## src/rtl/tdm_demux.sv

```systemverilog
// ============================================================================
// Module   : tdm_demux
// Brief    : TDM slot demultiplexer; reassembles framed slot beats into a
//            registered parallel word and monitors frame alignment.
// Revision : 1.0 - initial release
// ============================================================================
`default_nettype none

module tdm_demux #(
    parameter int CHANNELS = 4,
    parameter int SEL_W    = 2,
    parameter int WIDTH    = 1
) (
    input  logic                      clk,
    input  logic                      rst,
    input  logic                      in_valid,
    input  logic [WIDTH-1:0]          in_data,
    input  logic                      frame_sync,
    output logic [CHANNELS*WIDTH-1:0] out,
    output logic                      frame_valid,
    output logic [SEL_W-1:0]          select,
    output logic                      locked,
    output logic                      sync_err
);

    typedef enum logic [0:0] {
        HUNT   = 1'b0,
        LOCKED = 1'b1
    } state_t;

    localparam logic [SEL_W-1:0] c_LAST_SLOT = SEL_W'(CHANNELS - 1);
    localparam logic [SEL_W-1:0] c_SLOT0     = '0;
    localparam logic [SEL_W-1:0] c_SLOT1     = SEL_W'(1);

    state_t                      r_state;
    state_t                      w_state;
    logic [SEL_W-1:0]            r_sel;
    logic [SEL_W-1:0]            w_sel;
    logic [CHANNELS*WIDTH-1:0]   r_shadow;
    logic [CHANNELS*WIDTH-1:0]   w_shadow;
    logic [CHANNELS*WIDTH-1:0]   r_out;
    logic [CHANNELS*WIDTH-1:0]   w_out;
    logic                        r_fv;
    logic                        w_fv;
    logic                        r_err;
    logic                        w_err;

    always_ff @(posedge clk or posedge rst) begin
        if (rst) begin
            r_state  <= HUNT;
            r_sel    <= '0;
            r_shadow <= '0;
            r_out    <= '0;
            r_fv     <= 1'b0;
            r_err    <= 1'b0;
        end else begin
            r_state  <= w_state;
            r_sel    <= w_sel;
            r_shadow <= w_shadow;
            r_out    <= w_out;
            r_fv     <= w_fv;
            r_err    <= w_err;
        end
    end

    always_comb begin
        w_state  = r_state;
        w_sel    = r_sel;
        w_shadow = r_shadow;
        w_out    = r_out;
        w_fv     = 1'b0;
        w_err    = 1'b0;
        if (in_valid) begin
            case (r_state)
                HUNT: begin
                    if (frame_sync) begin
                        w_shadow[0 +: WIDTH] = in_data;
                        w_sel                = c_SLOT1;
                        w_state              = LOCKED;
                    end
                end
                LOCKED: begin
                    if (frame_sync) begin
                        // A sync mid-frame abandons the partial frame and restarts at slot 0.
                        w_err                = (r_sel != c_SLOT0);
                        w_shadow[0 +: WIDTH] = in_data;
                        w_sel                = c_SLOT1;
                    end else if (r_sel == c_SLOT0) begin
                        w_err   = 1'b1;
                        w_state = HUNT;
                    end else begin
                        w_shadow[int'(r_sel)*WIDTH +: WIDTH] = in_data;
                        w_sel = r_sel + c_SLOT1;
                        if (r_sel == c_LAST_SLOT) begin
                            // Final lane bypasses the shadow so it is not taken stale.
                            w_out = r_shadow;
                            w_out[(CHANNELS-1)*WIDTH +: WIDTH] = in_data;
                            w_fv  = 1'b1;
                        end
                    end
                end
                default: w_state = HUNT;
            endcase
        end
    end

    assign out         = r_out;
    assign frame_valid = r_fv;
    assign select      = r_sel;
    assign locked      = (r_state == LOCKED);
    assign sync_err    = r_err;

endmodule

`default_nettype wire

```

## config.mk

```make
export PLATFORM = sky130hd
export DESIGN_NAME = tdm_demux
export DESIGN_NICKNAME = d
export VERILOG_FILES = /design/src/rtl/tdm_demux.sv
export SDC_FILE = /design/constraint.sdc
export NUM_CORES = 1
export LEC_CHECK = 0
export CELL_PAD_IN_SITES_DETAIL_PLACEMENT = 0
export CELL_PAD_IN_SITES_GLOBAL_PLACEMENT = 2
export CORE_UTILIZATION = 32
export CTS_CLUSTER_DIAMETER = 40
export DETAILED_ROUTE_END_ITERATION = 16
export PLACE_DENSITY = 0.91
export REMOVE_ABC_BUFFERS = 1
export SLEW_MARGIN = 20
export SYNTH_ARGS = -nofsm -noshare
export SYNTH_HDL_FRONTEND = slang
export SYNTH_SLANG_ARGS = --single-unit
```

## constraint.sdc

```tcl
create_clock -name clk -period 3.85 [get_ports clk]
set_input_delay 0.77 -clock clk [delete_from_list [all_inputs] [get_ports clk]]
set_output_delay 0.77 -clock clk [all_outputs]
set_load 0.01 [all_outputs]
```

# After elaboration in Yosys (flattened, before gate mapping)
# Index checks and enable logic that the tools add are counted.
word_totals:
  ff_bits: 13
  in_bits: 5
  output_inout_bits: 9
  wordCells: 44
op_classes:
  add_sub_neg: 2
  eq_ne: 3
  n_shift: 2
  mux: 22
  bitwise_logic: 3
  reduce_logical: 5
ops:
  columns: ["cell", "n"]
  rows:
  - ["2-bit negation with 33-bit output", 1]
  - ["1-bit by 33-bit variable shift with 4-bit output, first input constant", 1]
  - ["1-bit by 33-bit variable part select with 4-bit output", 1]
  - ["1-bit 2-to-1 mux", 15]
  - ["2-bit 2-to-1 mux", 3]
  - ["5-bit AND reduction", 1]
  - ["4-bit bitwise mux", 1]
  - ["1-bit one-hot mux with 2 select lines", 2]
  - ["2-bit one-hot mux with 2 select lines", 1]
  - ["4-bit AND reduction", 1]
  - ["3-bit != test, second input constant", 1]
  - ["1-bit NOT", 3]
  - ["3-bit AND reduction", 1]
  - ["2-bit by 1-bit adder with 2-bit output, second input constant", 1]
  - ["2-bit == test, second input constant", 1]
  - ["2-bit zero test", 1]
  - ["2-bit != test, second input constant", 1]
  - ["2-bit nonzero test", 1]

# Depth between registers and ports, before layout
# Gate-level depths: netlist of the first run.
depth:
  ltp_word: 6
  ltp_mapped: 7
  depth_no_buf: 7

# Worst setup path before layout of the first run
# OpenSTA, ideal clock, no wires.
synth_timing:
  path_type: "flip-flop to flip-flop"
  startpoint: "register r_sel[0], in the netlist select[0]"
  endpoint: "register r_out[0], in the netlist out[0]"
  arrival_time_ns: 1.562
  slack_ns: 2.163
  path_stages_with_launch: 7
  cell_sequence: "dfrtp_1 > inv_1 > ha_1 > inv_1 > ha_1 > nand4_1 > mux2_2"
synth_via:
  elab_chain_cells: 3
  word_cells_on_any_way: 4
synth_rtl:
  columns: ["element", "line_no", "source"]
  rows:
  - ["from (decl)", "37", "logic [SEL_W-1:0] r_sel;"]
  - ["from (signal assigned)", "58", "r_sel <= w_sel;"]
  - ["2-bit zero test", "88", "end else if (r_sel == c_SLOT0) begin"]
  - ["1-bit NOT (no line)", null, null]
  - ["5-bit AND reduction (no line) (*)", null, null]
  - ["to (signal assigned)", "60", "r_out <= w_out;"]
  - ["to (decl)", "41", "logic [CHANNELS*WIDTH-1:0] r_out;"]
# Mark *: on every way between the ends. The rest lies on a longest branch, timed or not.
# A chain may end at the register's enable or synchronous reset.

# Final worst setup path of the first run
layout_timing:
  startpoint: "register r_state, in the netlist locked"
  endpoint: "output locked"
layout_rtl:
  columns: ["element", "line_no", "source"]
  rows:
  - ["from (decl)", "35", "state_t r_state;"]
  - ["from (signal assigned)", "57", "r_state <= w_state;"]
  - ["to (decl)", "22", "output logic locked,"]
# No word-level cell between the ends.

==> impl_metrics.toml, run 1 <==
[status]
status = "finished, final reports clean"

[global_route]
grt_max_degree = 13
grt_pass1_vias = 417
grt-ovfl-total = 0
antenna_found_initial = 0
grt_usage = 0.130
grt_pass1_wl_mm = 1.88

[layout]
utilization = 0.456
drive_gt1_frac = 0.149
insertedDiodeCount = 0
final_area_sq_um = 796
syn_to_final_growth_pct = 31.4
final_nets = 80
instances_no_fill = 92
final.fill_count = 167

[drt]
top_layer_used = "met3"
wl_met1_microns = 597
wl_per_cell_microns = 12.8
drtIter0Drc = 9
drc = 0
met2_length_microns = 531
route.met3.wl_microns = 53
viasPerCell = 4.71
via_count = 433
dr.pass1.iters = 5
routed_wl_mm = 1.18
drtAntennaViolNets = 0

[setup_path]
critical_path_buf_inv_count = 1
cp_top_family = "buffers and inverters"
cp_cell_sequence = "clkdlybuf4s50_1"
criticalPathCategory = "flop to output pin"
path_depth = 1
critPathMaxStageDelay_ns = 0.59
slowest_stage = "clkdlybuf4s50_1"
crit_required_ns = 3.08
crit_fanout = 9
critPathCaptureType = "output pin"
critical_path_arrival_ns = 1.37
cp-start-kind = "flop"
worst-r2r-cell-count = 6

[sta]
setup_ws_ns = 1.71
slew_viol_final = 0
setup_viol = 0
clock.fmax_mhz = 468
finalSetupTns_ns = 0
rsz0062_at_grt = "no"
hold_viol_final = 0
worst_pin_slew_ns = 0.448
finalWorstPathRequiredPeriod_ns = 2.14
relSlewSlack = 0.701
hold_slack_ns = 0.491
fin_crit_sh = 0.555
fin_skew_ns = 0.00405

[synth]
synth.area.top_cells = "dfrtp_1 (50%), ha_1 (14%), mux2_2 (7.4%)"
ys_warn_count = 0
yosysTopAreaCell = "dfrtp_1"
yosysSeqAreaShare = 0.496
synth_top_area_share = 0.496
syn_area_sq_um = 606
synthCells = 51
postSynthAreaPerCell_sq_um = 11.9
ys_ff_latch = 12
yosys.cell_types.count = 22

[pwr]
vdd_drop_max_v = 0.000294
power_density_nw_per_um2 = 691
fin_total_pwr_mw = 0.550
leakage_nw = 0.372

[cts]
h-tree-depth = 1
cts_tree = "yes"
path_clk_slew_ns = 0.08
cts_resized = 0
cts.sinks = 12
root_buffer = "clkbuf_4"
cts_hold_buf = 0
clock_path_buffers = 2
clkLatencyLatePin_ns = 0.27
post_cts_buffers = 0
cts_made_buffers = 3

[die]
row_count = 15
initial_utilization = 0.347
core_area_sq_um = 1750
die_x_microns = 45.5
die_area_sq_um = 2070
boundaryPins = 14
die_h_microns = 45.5

[worst_hold_path]
min_path_cells = 2
hp-class = "flop to flop"

[placement]
portBuffers = 13
dp.cells = 88
dpl_cell_area_sq_um = 759
dpl.hpwl_microns = 904
dp_worst_setup_slack_ns = 1.47
gp_congestion = 0.749

[job]
maxCapViolCount = 0
## synth_stat cells, drive strengths merged
cell type and count:
a32o 1, a31oi 1, inv 5, nor2 1
ha 7, dfrtp 12, o22ai 1, o41ai 1
o21ai 2, nand3 1, and3b 2, o22a 1
buf 1, nand2b 1, o31ai 1, nand4 2
a22oi 1, mux2 4, nand2 3, mux2i 1
nor3b 1, a21oi 1
## kinds of logic after synthesis
group,share of synthesized area
adder cells (fa/ha/maj),0.145
AO/OA/AOI/OAI,0.116
AND/OR/NAND/NOR,0.109
multiplexers,0.0909
buffers and inverters,0.0434
flip-flops,0.496
## where the power goes
part           switching, mW  total (mW)  internal (mW)
Sequential            0.0419       0.211          0.169
Clock                 0.0427       0.100         0.0574
Combinational          0.106       0.239          0.133
## registers in the layout, indices dropped and copies added, names as in the netlist
signal / cells
out: 4
r_shadow: 3
select: 2
frame_valid: 1
locked: 1
sync_err: 1
## area by class of cell
cell class / count / area [sq um] / share of cell area
Multi-Input combinational cell: 33 / 279 / 0.351
Clock buffer: 4 / 36.3 / 0.0456
Timing Repair Buffer: 13 / 130 / 0.164
Sequential cell: 12 / 300 / 0.377
Tap cell: 25 / 31.3 / 0.0393
Inverter: 5 / 18.8 / 0.0236
## per-layer routing
metal,track usage,vias to the layer above
met5,0,-
met4,0.0545,0
met3,0.0357,0
met2,0.177,13
met1,0.189,205
li1,-,215
## path summary, 6_finish.rpt
| check | slack, ns | startpoint | end |
|---|---|---|---|
| setup / recovery | 1.71 | locked | locked |
| min in group asynchronous | 0.80 | rst | select[1] |
| hold reg to reg | 0.49 | r_shadow[1] | r_shadow[1] |
| hold / removal | 0.49 | r_shadow[1] | r_shadow[1] |
| max in group asynchronous | 2.75 | rst | out[0] |
| setup reg to reg | 1.96 | select[0] | out[1] |
## cells in the final DEF, fill, tap and decap left out
| cell type | count |
|---|---|
| nand2_1 | 3 |
| a21oi_1 | 1 |
| a32o_1 | 1 |
| mux2_2 | 4 |
| o21ai_0 | 2 |
| nand3_1 | 1 |
| clkbuf_8 | 1 |
| inv_1 | 5 |
| o31ai_1 | 1 |
| ha_1 | 7 |
| nor2_1 | 1 |
| o22ai_1 | 1 |
| and3b_2 | 2 |
| nand4_1 | 2 |
| nor3b_1 | 1 |
| clkdlybuf4s50_1 | 13 |
| a22oi_1 | 1 |
| dfrtp_1 | 12 |
| o41ai_1 | 1 |
| mux2i_1 | 1 |
| o22a_1 | 1 |
| a31oi_1 | 1 |
| nand2b_1 | 1 |
| clkbuf_4 | 3 |
No activity file was read; power rests on OpenSTA's default activity.
==> run 2: changes to the inputs <==
--- a/config.mk
+++ b/config.mk
@@ -7,10 +7,10 @@
 export LEC_CHECK = 0
 export CELL_PAD_IN_SITES_DETAIL_PLACEMENT = 0
 export CELL_PAD_IN_SITES_GLOBAL_PLACEMENT = 2
-export CORE_UTILIZATION = 32
+export CORE_UTILIZATION = 27
 export CTS_CLUSTER_DIAMETER = 40
 export DETAILED_ROUTE_END_ITERATION = 16
-export PLACE_DENSITY = 0.91
+export PLACE_DENSITY = 0.83
 export REMOVE_ABC_BUFFERS = 1
 export SLEW_MARGIN = 20
 export SYNTH_ARGS = -nofsm -noshare
==> constraint.sdc (replaced) <==
create_clock -name clk -period 1.79 [get_ports clk]
set_input_delay 0.358 -clock clk [delete_from_list [all_inputs] [get_ports clk]]
set_output_delay 0.358 -clock clk [all_outputs]
set_load 0.01 [all_outputs]
==> run 2 against run 1 <==
Net effect: utilization down 4.1 points; register-to-register slack got worse by 1.8 ns; routed wire length down 2.1%; sequential cell count is the same; highest routed layer unchanged; sequential share of layout area down 2.1 points; via count increased by 6.0%; critical endpoint is now out[3]; combinational power grew 140%; setup slack got worse by 1.6 ns.
==> impl_metrics.toml, run 2 (synthesis results as in run 1) <==
[status]
status = "finished, final reports clean"

[setup_path]
cp_cell_sequence = "inv_1, ha_2, inv_1, ha_1, nand4_1, mux2_2"
critical_path_buf_inv_count = 2
crit_start = "select[0]"
crit_required_ns = 1.94
cp_top_family = "adder cells"
slowest_stage = "dfrtp_1"
r2r_end = "out[3]"
cp-start-kind = "flop"
critical_path.most_common_cell = "inv_1"
critPathMaxStageDelay_ns = 0.38
critPathCaptureType = "flop"
crit_fanout = 5
r2r_slack_ns = 0.13
criticalPathCategory = "flop to flop"
worst-r2r-cell-count = 6
rr_startpoint = "select[0]"
crit_path_end = "out[3]"
critical_path_arrival_ns = 1.82
path_depth = 6

[layout]
insertedDiodeCount = 0
drive_gt1_frac = 0.247
final_nets = 86
syn_to_final_growth_pct = 39.9
final_cell_mix = "clkdlybuf4s50_1 (13), dfrtp_1 (11), ha_1 (6), buf_4 (6), inv_1 (5)"
final_common_cell = "clkdlybuf4s50_1"
instances_no_fill = 100
utilization = 0.415
largest_reg_flops = 4

[cts]
root_buffer = "clkbuf_4"
cts_tree = "yes"
cts.sinks = 12
clkLatencyLatePin_ns = 0.27
h-tree-depth = 1
cts_made_buffers = 3
clock_path_buffers = 2
cts_hold_buf = 0
post_cts_buffers = 0
path_clk_slew_ns = 0.07

[global_route]
grt_usage = 0.118
antenna_found_initial = 0
grt-ovfl-total = 0
grt_max_degree = 13
grt_pass1_vias = 431
grt_pass1_wl_mm = 2.04

[pwr]
clockPowerShare = 0.171
vdd_drop_max_v = 0.000770
p_seq_frac = 0.348
internal_power_mw = 0.819
sw_frac_of_total = 0.325
p_comb_frac = 0.481
leakage_nw = 0.399
netSwitchingPower_mw = 0.395
power_density_nw_per_um2 = 1430

[drt]
drtIter0Drc = 10
routed_wl_mm = 1.16
wl_per_cell_microns = 11.6
drtAntennaViolNets = 0
via_count = 459
drc = 0
dr.pass1.iters = 2
viasPerCell = 4.59

[job]
maxCapViolCount = 0

[placement]
dpl.hpwl_microns = 927
dp.cells = 96
gp_congestion = 0.748
portBuffers = 13
dp_worst_setup_slack_ns = 0.00601

[die]
row_count = 16
die_h_microns = 49.4
initial_utilization = 0.297
core_area_sq_um = 2040
die_area_sq_um = 2440
die_x_microns = 49.4
boundaryPins = 14

[sta]
worst_pin_slew_ns = 0.472
fin_skew_ns = 0.00180
slew_viol_final = 0
fin_crit_sh = 0.929
clock.fmax_mhz = 601
hold_viol_final = 0
finalSetupTns_ns = 0
setup_viol = 0
finalWorstPathRequiredPeriod_ns = 1.66
relSlewSlack = 0.685
setup_ws_ns = 0.127
rsz0062_at_grt = "no"

[worst_hold_path]
hp-class = "input pin to asynchronous set/reset pin"
-- run 2: worst min path at each step --
stage / end / start / cells past startpoint
after floorplan: frame_valid / rst / 1
after global placement: r_shadow[1] / r_shadow[1] / 2
after detailed placement: r_shadow[1] / r_shadow[1] / 2
after CTS: r_shadow[0] / rst / 2
after global routing: select[0] / rst / 2
final: r_shadow[0] / rst / 2
-- run 2: area by class of cell --
| type | instances | area (sq um) |
|---|---|---|
| multi-input combinational | 33 | 282 |
| tap | 27 | 33.8 |
| fill | 223 | 1190 |
| inverter | 5 | 18.8 |
| clock buffer | 4 | 36.3 |
| timing repair buffer | 19 | 175 |
| sequential | 12 | 302 |
-- run 2: routing by layer --
layer  global-route usage  part of all wire  vias to the layer above
met1                0.151              0.50                      219
met2                0.167              0.44                       11
li1                     -                 -                      229
met5                    0                 0                        -
met3               0.0685             0.059                        0
met4               0.0294                 0                        0
-- run 2: power by group through the flow --
stage / Combinational [mW] / Clock (mW) / Sequential [mW]
after floorplan: 0.253 / 0 / 0.474
after global placement: 0.581 / 0 / 0.424
after detailed placement: 0.585 / 0 / 0.427
after CTS: 0.586 / 0.215 / 0.422
after global routing: 0.646 / 0.229 / 0.440
final: 0.584 / 0.208 / 0.423
-- run 2: repair_timing --
action | CTS | global route
endpoints found under the setup margin | 0 | 5
gates resized for setup | 0 | 2
endpoints found under the hold margin | 0 | 0
-- run 2: worst reg2reg max path: stages (launching register included) --
cell and delay [ns]:
dfrtp_1 0.38, inv_1 0.13, ha_2 0.24, inv_1 0.07, ha_1 0.19, nand4_1 0.19
mux2_2 0.36
-- run 2: per-stage QoR --
stage | hold slack [ns] | power, mW | area [sq um]
global placement | 0.461 | 1.00 | 807
finish | 0.408 | 1.21 | 847
CTS | 0.406 | 1.22 | 843
floorplan | 0.223 | 0.727 | 598
global route | 0.467 | 1.32 | 847
detailed placement | 0.484 | 1.01 | 807
